**src/rtl/msrv32_pipe_pkg.sv**
```systemverilog
// Shared definitions for the handshaked pipeline stage register: stage state
// encoding and the packed decode->execute bundle layout (LSB first).
package msrv32_pipe_pkg;

    // State values double as the stored-bundle count.
    typedef enum logic [1:0] {
        EMPTY = 2'd0,
        ONE   = 2'd1,
        FULL  = 2'd2
    } pipe_state_e;

    localparam int RD_ADDR_W       = 5;
    localparam int CSR_ADDR_W      = 12;
    localparam int XLEN            = 32;
    localparam int ALU_OPCODE_W    = 4;
    localparam int LOAD_SIZE_W     = 2;
    localparam int WB_MUX_SEL_W    = 3;
    localparam int CSR_OP_W        = 3;

    localparam int RD_ADDR_POS       = 0;
    localparam int CSR_ADDR_POS      = RD_ADDR_POS + RD_ADDR_W;
    localparam int RS_1_POS          = CSR_ADDR_POS + CSR_ADDR_W;
    localparam int RS_2_POS          = RS_1_POS + XLEN;
    localparam int PC_POS            = RS_2_POS + XLEN;
    localparam int PC_PLUS_4_POS     = PC_POS + XLEN;
    localparam int IADDER_POS        = PC_PLUS_4_POS + XLEN;
    localparam int IMM_POS           = IADDER_POS + XLEN;
    localparam int ALU_OPCODE_POS    = IMM_POS + XLEN;
    localparam int LOAD_SIZE_POS     = ALU_OPCODE_POS + ALU_OPCODE_W;
    localparam int LOAD_UNSIGNED_POS = LOAD_SIZE_POS + LOAD_SIZE_W;
    localparam int ALU_SRC_POS       = LOAD_UNSIGNED_POS + 1;
    localparam int CSR_WR_EN_POS     = ALU_SRC_POS + 1;
    localparam int RF_WR_EN_POS      = CSR_WR_EN_POS + 1;
    localparam int WB_MUX_SEL_POS    = RF_WR_EN_POS + 1;
    localparam int CSR_OP_POS        = WB_MUX_SEL_POS + WB_MUX_SEL_W;
    localparam int DEC_EXE_BUNDLE_W  = CSR_OP_POS + CSR_OP_W;

    // A taken branch clears bit 0 of the computed target in iadder.
    localparam int IADDER_LSB_POS    = IADDER_POS;

endpackage

```
**src/rtl/msrv32_pipe_stage_reg_sat_counter.sv**
```systemverilog
// Saturating up-counter with synchronous clear; clear wins over increment.
module msrv32_sat_counter #(
    parameter int W = 16
) (
    input  logic         clk,
    input  logic         rst_n,
    input  logic         inc,
    input  logic         clr,
    output logic [W-1:0] count
);

    always_ff @(posedge clk or negedge rst_n) begin
        if (!rst_n) begin
            count <= '0;
        end else if (clr) begin
            count <= '0;
        end else if (inc && (count != {W{1'b1}})) begin
            count <= count + W'(1);
        end
    end

endmodule

```
**src/rtl/msrv32_pipe_stage_reg.sv**
```systemverilog
// Valid/ready pipeline stage register with a 2-entry skid buffer, flush,
// optional LSB clear on capture and a saturating output-stall counter.
module msrv32_pipe_stage_reg
    import msrv32_pipe_pkg::*;
#(
    parameter int              DATA_W      = 32,
    parameter logic [DATA_W-1:0] RST_VAL   = '0,
    parameter bit              LSB_CLR_EN  = 1'b1,
    parameter int              LSB_CLR_POS = 0,
    parameter int              STALL_CNT_W = 16
) (
    input  logic                   ms_riscv32_mp_clk_in,
    input  logic                   ms_riscv32_mp_rst_n_in,
    input  logic                   flush_in,
    input  logic                   in_valid_in,
    output logic                   in_ready_out,
    input  logic [DATA_W-1:0]      in_data_in,
    input  logic                   in_lsb_clr_in,
    output logic                   out_valid_out,
    input  logic                   out_ready_in,
    output logic [DATA_W-1:0]      out_data_out,
    output logic [1:0]             occupancy_out,
    input  logic                   stall_cnt_clr_in,
    output logic [STALL_CNT_W-1:0] stall_cnt_out
);

    localparam logic [DATA_W-1:0] CLR_MASK =
        LSB_CLR_EN ? ~(DATA_W'(1) << LSB_CLR_POS) : {DATA_W{1'b1}};

    pipe_state_e       state, state_nxt;
    logic [DATA_W-1:0] main_q, skid_q, cap;
    logic              in_xfer, out_xfer;
    logic              main_ld_cap, main_ld_skid, skid_ld;

    assign in_xfer  = in_valid_in & in_ready_out;
    assign out_xfer = out_valid_out & out_ready_in;
    assign cap      = in_lsb_clr_in ? (in_data_in & CLR_MASK) : in_data_in;

    // Flush overrides everything; storage is left untouched, only state drops.
    always_comb begin
        state_nxt    = state;
        main_ld_cap  = 1'b0;
        main_ld_skid = 1'b0;
        skid_ld      = 1'b0;
        if (flush_in) begin
            state_nxt = EMPTY;
        end else begin
            case (state)
                EMPTY: begin
                    if (in_xfer) begin
                        state_nxt   = ONE;
                        main_ld_cap = 1'b1;
                    end
                end
                ONE: begin
                    if (in_xfer && out_xfer) begin
                        main_ld_cap = 1'b1;
                    end else if (in_xfer) begin
                        state_nxt = FULL;
                        skid_ld   = 1'b1;
                    end else if (out_xfer) begin
                        state_nxt = EMPTY;
                    end
                end
                FULL: begin
                    if (out_xfer) begin
                        state_nxt    = ONE;
                        main_ld_skid = 1'b1;
                    end
                end
                default: state_nxt = EMPTY;
            endcase
        end
    end

    always_ff @(posedge ms_riscv32_mp_clk_in or negedge ms_riscv32_mp_rst_n_in) begin
        if (!ms_riscv32_mp_rst_n_in) begin
            state        <= EMPTY;
            in_ready_out <= 1'b0;
            main_q       <= RST_VAL;
            skid_q       <= RST_VAL;
        end else begin
            state        <= state_nxt;
            in_ready_out <= (state_nxt != FULL);
            if (main_ld_cap) begin
                main_q <= cap;
            end else if (main_ld_skid) begin
                main_q <= skid_q;
            end
            if (skid_ld) begin
                skid_q <= cap;
            end
        end
    end

    assign out_valid_out = (state != EMPTY);
    assign out_data_out  = main_q;
    assign occupancy_out = state;

    msrv32_sat_counter #(
        .W (STALL_CNT_W)
    ) u_stall_cnt (
        .clk   (ms_riscv32_mp_clk_in),
        .rst_n (ms_riscv32_mp_rst_n_in),
        .inc   (out_valid_out & ~out_ready_in),
        .clr   (stall_cnt_clr_in),
        .count (stall_cnt_out)
    );

endmodule

```
**config.mk**
```make
export PLATFORM = sky130hd
export DESIGN_NAME = msrv32_pipe_stage_reg
export DESIGN_NICKNAME = d
export VERILOG_FILES = /design/src/rtl/msrv32_pipe_pkg.sv /design/src/rtl/msrv32_pipe_stage_reg_sat_counter.sv /design/src/rtl/msrv32_pipe_stage_reg.sv
export SDC_FILE = /design/constraint.sdc
export NUM_CORES = 1
export LEC_CHECK = 0
export BUFFER_PORTS_ARGS = -buffer_cell sky130_fd_sc_hd__clkbuf_2
export CORE_MARGIN = 2
export CORE_UTILIZATION = 30
export CTS_CLUSTER_DIAMETER = 80
export CTS_CLUSTER_SIZE = 24
export DETAILED_ROUTE_END_ITERATION = 10
export PLACE_DENSITY = 0.6
export RECOVER_POWER = 50
export SLEW_MARGIN = 40
export SYNTH_ARGS = -nofsm -noshare
export SYNTH_HDL_FRONTEND = slang
export SYNTH_SLANG_ARGS = --single-unit
```
**constraint.sdc**
```tcl
create_clock -name ms_riscv32_mp_clk_in -period 3.2 [get_ports ms_riscv32_mp_clk_in]
set_input_delay 0.64 -clock ms_riscv32_mp_clk_in [delete_from_list [all_inputs] [get_ports ms_riscv32_mp_clk_in]]
set_output_delay 0.64 -clock ms_riscv32_mp_clk_in [all_outputs]
set_load 0.01 [all_outputs]
```
==> flow_results.xml, run 1 <==
<?xml version="1.0" encoding="UTF-8"?>
<metrics>
  <group name="outcome">
    <metric name="status" unit="">complete, but fails checks</metric>
    <metric name="failed_checks" unit="">capacitance limit, slew limit</metric>
  </group>
  <group name="worst_setup_path">
    <metric name="crit_path_max_incr_delay" unit="ns">1.43</metric>
    <metric name="worst_path_dominant_cell_family" unit="">buffers and inverters</metric>
    <metric name="setup.worst_path.end_class" unit="">asynchronous set/reset pin</metric>
    <metric name="worstPathArrival" unit="ns">2.18</metric>
    <metric name="cp.buffers_inverters" unit="">1</metric>
    <metric name="cp.required" unit="ns">3.22</metric>
    <metric name="cp_max_fo" unit="">83</metric>
    <metric name="path_cells" unit="">clkbuf_2</metric>
    <metric name="timing.critical_path.from_type" unit="">input port</metric>
    <metric name="crit_slowest_cell" unit="">sky130_fd_sc_hd__clkbuf_2</metric>
    <metric name="worstSetupPathType" unit="">in2async</metric>
  </group>
  <group name="floorplan">
    <metric name="die_y" unit="um">113</metric>
    <metric name="core" unit="um^2">11500</metric>
    <metric name="die_area" unit="um^2">12800</metric>
    <metric name="rows" unit="">39</metric>
    <metric name="design.portCount" unit="">91</metric>
    <metric name="initial_utilization" unit="%">31.1</metric>
    <metric name="die_width" unit="um">113</metric>
  </group>
  <group name="placed_design">
    <metric name="place.detailed.hpwl" unit="mm">5.39</metric>
    <metric name="buffer_ports.inserted" unit="">90</metric>
    <metric name="preCtsSetupSlack" unit="ns">0.885</metric>
    <metric name="gp_congestion" unit="">0.775</metric>
  </group>
  <group name="synth">
    <metric name="post_synth.cell_area_avg" unit="um^2">12.4</metric>
    <metric name="synthCells" unit="">289</metric>
    <metric name="post_synth_num_cell_types" unit="">36</metric>
    <metric name="synth_top_cell_area_share" unit="%">57.9</metric>
    <metric name="synth_enable_flop_cells" unit="">0</metric>
    <metric name="area_contributors_post_synth" unit="">sky130_fd_sc_hd__dfrtp_1 (58%), sky130_fd_sc_hd__mux2_2 (10%), sky130_fd_sc_hd__a22o_1 (7.6%), sky130_fd_sc_hd__a21o_1 (6.5%), sky130_fd_sc_hd__a21oi_1 (1.5%)</metric>
    <metric name="ys_async_sr_fraction" unit="%">100</metric>
    <metric name="synth_sequential_area_ratio" unit="%">57.9</metric>
    <metric name="mappedNetlistNets" unit="">329</metric>
    <metric name="ys_warn_count" unit="">0</metric>
    <metric name="synthDominantAreaCellType" unit="">sky130_fd_sc_hd__dfrtp_1</metric>
    <metric name="postSynthRegisterBits" unit="">83</metric>
    <metric name="postSynth.topFlopCell" unit="">sky130_fd_sc_hd__dfrtp_1</metric>
    <metric name="synth_area" unit="um^2">3580</metric>
  </group>
  <group name="clock_tree">
    <metric name="max-clock-path-buffers" unit="">2</metric>
    <metric name="hold_buffers" unit="">0</metric>
    <metric name="numCtsBuffers" unit="">9</metric>
    <metric name="cts.htree.levels" unit="">3</metric>
    <metric name="clk_pin_slew_worst_paths" unit="ns">0.06</metric>
    <metric name="ctsRootBufferMaster" unit="">sky130_fd_sc_hd__clkbuf_16</metric>
    <metric name="post_cts.resized_instances" unit="">0</metric>
    <metric name="clock_net_sink_count" unit="">83</metric>
    <metric name="post_cts.repair.setup_buffers" unit="">0</metric>
    <metric name="clock_insertion_delay_worst_skew" unit="ns">0.34</metric>
    <metric name="tritoncts" unit="">built</metric>
  </group>
  <group name="global_routing">
    <metric name="grt_first_pass_wirelength" unit="mm">13.2</metric>
    <metric name="globalRoute.totalOverflow" unit="">0</metric>
    <metric name="antenna_found_initial" unit="">0</metric>
    <metric name="grt_max_degree" unit="">84</metric>
    <metric name="first_global_vias" unit="">2619</metric>
    <metric name="globalRouteTotalUtil" unit="%">13.2</metric>
  </group>
  <group name="route">
    <metric name="routed-wl-met2" unit="mm">3.72</metric>
    <metric name="routed_wire_length_per_instance" unit="um">15.6</metric>
    <metric name="viasPerCell" unit="">5.08</metric>
    <metric name="dr_total_vias" unit="">2674</metric>
    <metric name="finalWirelength" unit="mm">8.19</metric>
    <metric name="route.detailed.drc" unit="">0</metric>
    <metric name="post_route_met1_wirelength" unit="mm">3.88</metric>
    <metric name="wl_met3" unit="um">425</metric>
    <metric name="top_signal_layer_used" unit="">met4</metric>
    <metric name="detail-route-antenna-nets" unit="">0</metric>
    <metric name="drt_pre_antenna_iters" unit="">4</metric>
    <metric name="drt_initial_violations" unit="">104</metric>
  </group>
  <group name="pwr">
    <metric name="report.power.total" unit="W">0.00287</metric>
    <metric name="worst_ir_drop_vdd" unit="mV">0.299</metric>
    <metric name="power.leakage" unit="nW">2.21</metric>
    <metric name="power_density" unit="nW/um^2">639</metric>
  </group>
  <group name="finish">
    <metric name="drive_gt1_share" unit="%">33.2</metric>
    <metric name="antenna_cells_inserted" unit="">0</metric>
    <metric name="syn2layout_area_growth" unit="%">25.4</metric>
    <metric name="final_net_count" unit="">418</metric>
  </group>
  <group name="timing">
    <metric name="slew_viol_final" unit="">84</metric>
    <metric name="rsz0062_at_grt" unit="">no</metric>
    <metric name="tightest_pin_transition" unit="ns">2.10</metric>
    <metric name="postLayoutSetupSlackWorst" unit="ns">1.04</metric>
    <metric name="fin_tns_setup" unit="ns">0</metric>
    <metric name="period_needed" unit="ns">2.16</metric>
    <metric name="slew_headroom" unit="%">-40.3</metric>
    <metric name="finalClockSkew" unit="ns">0.00441</metric>
    <metric name="setup_viol" unit="">0</metric>
    <metric name="final.hold.worst_slack" unit="ns">0.474</metric>
    <metric name="clock.fmax" unit="MHz">464</metric>
    <metric name="final_report_hold_violation_count" unit="">0</metric>
    <metric name="min_period_over_period" unit="%">67.4</metric>
  </group>
  <group name="min_path">
    <metric name="worstHoldPathType" unit="">reg2reg</metric>
  </group>
  <group name="run">
    <metric name="maxCapViolCount" unit="">1</metric>
  </group>
</metrics>
power by group:
part	leakage (nW)	total [W]	switching [W]	internal (W)
registers	1.05	0.00135	0.000103	0.00125
logic	0.999	0.000401	0.000188	0.000214
clock network	0.157	0.00112	0.000415	0.000705
registers in the layout, indices dropped and copies added (netlist names):
signal / count
in_ready_out: 1
u_stall_cnt.count: 16
occupancy_out: 2
out_data_out: 32
skid_q: 32
final cells by class:
| type | count | area, um^2 |
|---|---|---|
| clock buffers | 12 | 246 |
| fillers | 1162 | 7020 |
| inverters | 5 | 18.8 |
| clock inverters | 4 | 73.8 |
| multi-input cells | 185 | 1450 |
| flip-flops and latches | 83 | 2080 |
| well taps | 143 | 179 |
| repair buffers | 94 | 452 |
layout by cell type, fill, tap and decap left out, types with 2 or more instances in the layout:
cell type | synthesis | routed
sky130_fd_sc_hd__or4_1 | 7 | 7
sky130_fd_sc_hd__or3_1 | 5 | 5
sky130_fd_sc_hd__nor3_1 | 5 | 5
sky130_fd_sc_hd__or2_2 | 3 | 3
sky130_fd_sc_hd__nand2b_1 | 2 | 2
sky130_fd_sc_hd__clkbuf_16 | 0 | 9
sky130_fd_sc_hd__a22o_1 | 31 | 31
sky130_fd_sc_hd__nand2_1 | 6 | 5
sky130_fd_sc_hd__clkbuf_1 | 11 | 25
sky130_fd_sc_hd__nor2b_1 | 4 | 4
sky130_fd_sc_hd__inv_1 | 5 | 5
sky130_fd_sc_hd__nor4_1 | 3 | 3
sky130_fd_sc_hd__bufinv_16 | 0 | 2
sky130_fd_sc_hd__clkbuf_2 | 0 | 67
sky130_fd_sc_hd__o21bai_1 | 2 | 2
sky130_fd_sc_hd__a21oi_1 | 11 | 11
sky130_fd_sc_hd__nand3_1 | 6 | 6
sky130_fd_sc_hd__nor2_1 | 8 | 6
sky130_fd_sc_hd__a31oi_1 | 2 | 2
sky130_fd_sc_hd__nand4_1 | 3 | 3
sky130_fd_sc_hd__buf_4 | 0 | 4
sky130_fd_sc_hd__dfrtp_1 | 83 | 83
sky130_fd_sc_hd__o21ai_0 | 4 | 4
sky130_fd_sc_hd__o31ai_1 | 7 | 7
sky130_fd_sc_hd__mux2_2 | 33 | 33
sky130_fd_sc_hd__a21o_1 | 31 | 31
synthesized netlist by cell type (all sizes together), types with 5 or more instances:
cell    instances
dfrtp          83
o31ai           7
buf             5
a21o           31
nor3            5
or4             7
nor2            8
inv             5
clkbuf         11
nand2           6
or3             5
a21oi          11
nand3           6
a22o           31
mux2           33
metal layers:
metal  GRT usage (%)  vias up
li1                -     1258
met3            4.18       11
met2            19.9       67
met4            5.85        0
met1            17.5     1338
met5               0        -
through the flow:
step | cell area (um^2) | util (%) | cells
after CTS | 4530 | 39.3 | 526
final | 4500 | 39.0 | 526
after global routing | 4500 | 39.0 | 526
after detailed placement | 4210 | 36.6 | 510
after floorplan | 3580 | - | 289
after global placement | 4210 | 36.5 | 510
worst paths after layout:
path / from / endpoint / slack, ns / depth (start not counted)
min reg2reg: out_data_out[29] / out_data_out[29] / 0.47 / 1
min in group asynchronous: ms_riscv32_mp_rst_n_in / u_stall_cnt.count[12] / 0.87 / 1
max: ms_riscv32_mp_rst_n_in / skid_q[26] / 1.04 / 1
max reg2reg: u_stall_cnt.count[3] / u_stall_cnt.count[13] / 1.21 / 4
max in group ms_riscv32_mp_clk_in: u_stall_cnt.count[3] / u_stall_cnt.count[13] / 1.21 / 4
min: out_data_out[29] / out_data_out[29] / 0.47 / 1
cells by family (layout without fill, tap and decap cells):
logic type                 Yosys count  count (layout)  share of synthesized area, %
xor gates and xnor gates             1               1                         0.244
DFF                                 83              83                          57.9
and+or+nand+nor                     56              56                          8.90
buffers and inverters               21             115                          2.23
AOI/OAI and AO/OA                   93              93                          19.7
muxes                               34              34                          10.6
adders and majority gates            1               1                         0.349
(Power assumes the default switching activity.)
==> run 2, diff against run 1 <==
--- a/config.mk
+++ b/config.mk
@@ -11,7 +11,7 @@
 export CTS_CLUSTER_DIAMETER = 80
 export CTS_CLUSTER_SIZE = 24
 export DETAILED_ROUTE_END_ITERATION = 10
-export PLACE_DENSITY = 0.6
+export PLACE_DENSITY = 0.62
 export RECOVER_POWER = 50
 export SLEW_MARGIN = 40
 export SYNTH_ARGS = -nofsm -noshare
==> constraint.sdc (replaced) <==
create_clock -name ms_riscv32_mp_clk_in -period 1.98 [get_ports ms_riscv32_mp_clk_in]
set_input_delay 0.396 -clock ms_riscv32_mp_clk_in [delete_from_list [all_inputs] [get_ports ms_riscv32_mp_clk_in]]
set_output_delay 0.396 -clock ms_riscv32_mp_clk_in [all_outputs]
set_load 0.01 [all_outputs]
==> run 2 against run 1 <==
Against the previous run: the flow now finishes without violations; final cell count up 2.9%; count of clock-buffer cells in the layout is 1 lower; register-to-register slack worse by 1.1 ns; worst setup slack got worse by 0.89 ns; wire length rose by 4.6%; hold slack lost 0.31 ns; global-route usage is 0.67 points higher; clock power is 70% higher; non-clock buffer count grew 15.
==> flow_results.xml, run 2 (synthesized netlist as in run 1, its figures left out) <==
<?xml version="1.0" encoding="UTF-8"?>
<metrics>
  <group name="clock_tree">
    <metric name="post_cts.resized_instances" unit="">0</metric>
    <metric name="numCtsBuffers" unit="">9</metric>
    <metric name="hold_buffers" unit="">0</metric>
    <metric name="clock_net_sink_count" unit="">83</metric>
    <metric name="clk_pin_slew_worst_paths" unit="ns">0.06</metric>
    <metric name="clock_insertion_delay_worst_skew" unit="ns">0.33</metric>
    <metric name="tritoncts" unit="">built</metric>
    <metric name="ctsRootBufferMaster" unit="">sky130_fd_sc_hd__clkbuf_16</metric>
    <metric name="cts.htree.levels" unit="">3</metric>
    <metric name="post_cts.repair.setup_buffers" unit="">0</metric>
    <metric name="max-clock-path-buffers" unit="">2</metric>
  </group>
  <group name="worst_setup_path">
    <metric name="timing.critical_path.from_type" unit="">flip-flop</metric>
    <metric name="worstSetupPathType" unit="">reg2reg</metric>
    <metric name="cp.required" unit="ns">2.23</metric>
    <metric name="setup.worst_path.end_class" unit="">flip-flop</metric>
    <metric name="reg2reg_from" unit="">u_stall_cnt.count[4]</metric>
    <metric name="worstPathArrival" unit="ns">2.08</metric>
    <metric name="cp_max_fo" unit="">10</metric>
    <metric name="worst_setup_path_startpoint" unit="">u_stall_cnt.count[4]</metric>
  </group>
  <group name="global_routing">
    <metric name="first_global_vias" unit="">2742</metric>
    <metric name="grt_max_degree" unit="">36</metric>
    <metric name="grt_first_pass_wirelength" unit="mm">14.0</metric>
    <metric name="globalRouteTotalUtil" unit="%">13.9</metric>
    <metric name="globalRoute.totalOverflow" unit="">0</metric>
    <metric name="antenna_found_initial" unit="">0</metric>
  </group>
  <group name="route">
    <metric name="drt_initial_violations" unit="">98</metric>
    <metric name="routed-wl-met2" unit="mm">4.16</metric>
    <metric name="routed_wire_length_per_instance" unit="um">15.8</metric>
    <metric name="top_signal_layer_used" unit="">met4</metric>
    <metric name="viasPerCell" unit="">5.01</metric>
    <metric name="wl_met3" unit="um">451</metric>
    <metric name="detail-route-antenna-nets" unit="">0</metric>
    <metric name="route.detailed.drc" unit="">0</metric>
    <metric name="drt_pre_antenna_iters" unit="">4</metric>
    <metric name="finalWirelength" unit="mm">8.56</metric>
    <metric name="dr_total_vias" unit="">2710</metric>
    <metric name="post_route_met1_wirelength" unit="mm">3.82</metric>
  </group>
  <group name="finish">
    <metric name="fillers" unit="">1153</metric>
    <metric name="commonest_cells_after_routing_fill_and_taps_aside" unit="">sky130_fd_sc_hd__dfrtp_1 (83), sky130_fd_sc_hd__clkbuf_2 (65), sky130_fd_sc_hd__mux2_2 (33)</metric>
    <metric name="syn2layout_area_growth" unit="%">28.7</metric>
    <metric name="final_net_count" unit="">433</metric>
    <metric name="utilization" unit="%">40.1</metric>
    <metric name="antenna_cells_inserted" unit="">0</metric>
    <metric name="most_common_cell_after_layout_fill_and_taps_aside" unit="">sky130_fd_sc_hd__dfrtp_1</metric>
    <metric name="drive_gt1_share" unit="%">34.7</metric>
    <metric name="stdcell_count" unit="">541</metric>
  </group>
  <group name="timing">
    <metric name="rsz0062_at_grt" unit="">no</metric>
    <metric name="final.hold.worst_slack" unit="ns">0.165</metric>
    <metric name="tightest_pin_transition" unit="ns">0.935</metric>
    <metric name="clock.fmax" unit="MHz">548</metric>
    <metric name="finalClockSkew" unit="ns">0.00472</metric>
    <metric name="fin_tns_setup" unit="ns">0</metric>
    <metric name="slew_viol_final" unit="">0</metric>
    <metric name="setup_viol" unit="">0</metric>
    <metric name="final_report_hold_violation_count" unit="">0</metric>
    <metric name="slew_headroom" unit="%">37.7</metric>
    <metric name="period_needed" unit="ns">1.83</metric>
    <metric name="min_period_over_period" unit="%">92.2</metric>
  </group>
  <group name="placed_design">
    <metric name="buffer_ports.inserted" unit="">90</metric>
    <metric name="gp_congestion" unit="">0.771</metric>
    <metric name="placed_cells" unit="">525</metric>
    <metric name="place.detailed.hpwl" unit="mm">5.98</metric>
  </group>
  <group name="floorplan">
    <metric name="rows" unit="">39</metric>
    <metric name="die_width" unit="um">113</metric>
    <metric name="die_area" unit="um^2">12800</metric>
    <metric name="die_y" unit="um">113</metric>
    <metric name="design.portCount" unit="">91</metric>
    <metric name="core" unit="um^2">11500</metric>
    <metric name="initial_utilization" unit="%">31.1</metric>
  </group>
  <group name="pwr">
    <metric name="report.power.total" unit="W">0.00474</metric>
    <metric name="power.leakage" unit="nW">2.28</metric>
    <metric name="power_density" unit="nW/um^2">1030</metric>
    <metric name="worst_ir_drop_vdd" unit="mV">0.308</metric>
  </group>
  <group name="run">
    <metric name="maxCapViolCount" unit="">0</metric>
  </group>
  <group name="min_path">
    <metric name="worstHoldPathType" unit="">in2async</metric>
  </group>
  <group name="outcome">
    <metric name="status" unit="">finished clean</metric>
  </group>
</metrics>
==> run 2: per-layer routing <==
metal  vias up  track usage (%)
li1       1286                -
met1      1339             18.3
met2        73             22.0
met3        12             3.59
met4         0             5.45
met5         -                0
==> run 2: worst paths after layout <==
| kind | end | depth (start not counted) | slack, ns |
|---|---|---|---|
| min in group ms_riscv32_mp_clk_in | skid_q[8] | 2 | 0.31 |
| max in group asynchronous | skid_q[21] | 2 | 0.46 |
| max reg2reg | u_stall_cnt.count[13] | 4 | 0.15 |
| max | u_stall_cnt.count[13] | 4 | 0.15 |
| min | skid_q[30] | 1 | 0.17 |
| min reg2reg | out_data_out[28] | 1 | 0.47 |
==> run 2: area by class of cell <==
class | instances | area (um^2) | area share (%)
Clock buffer | 11 | 243 | 5.26
Clock inverter | 5 | 100 | 2.17
Timing Repair Buffer | 109 | 554 | 12.0
Inverter | 5 | 18.8 | 0.407
Multi-Input combinational cell | 185 | 1440 | 31.2
Tap cell | 143 | 179 | 3.88
Sequential cell | 83 | 2080 | 45.0
==> run 2: metrics by stage <==
step	instance area (um^2)	setup WS (ns)
floorplan	3580	0.189
global placement	4320	0.0385
detailed placement	4320	0.0362
CTS	4670	0.165
global route	4610	0.0445
finish	4610	0.154
==> run 2: power breakdown <==
part | leakage [nW] | internal (W) | switching, W | total (W)
Sequential | 1.05 | 0.00202 | 0.000168 | 0.00218
Clock | 0.169 | 0.00126 | 0.000641 | 0.00190
Combinational | 1.06 | 0.000350 | 0.000307 | 0.000657
==> run 2: critical path, stage by stage (launching register included) <==
cell	delay, ns
sky130_fd_sc_hd__dfrtp_1	0.44
sky130_fd_sc_hd__nand4_1	0.14
sky130_fd_sc_hd__or3_1	0.50
sky130_fd_sc_hd__or4_1	0.51
sky130_fd_sc_hd__a21oi_1	0.15
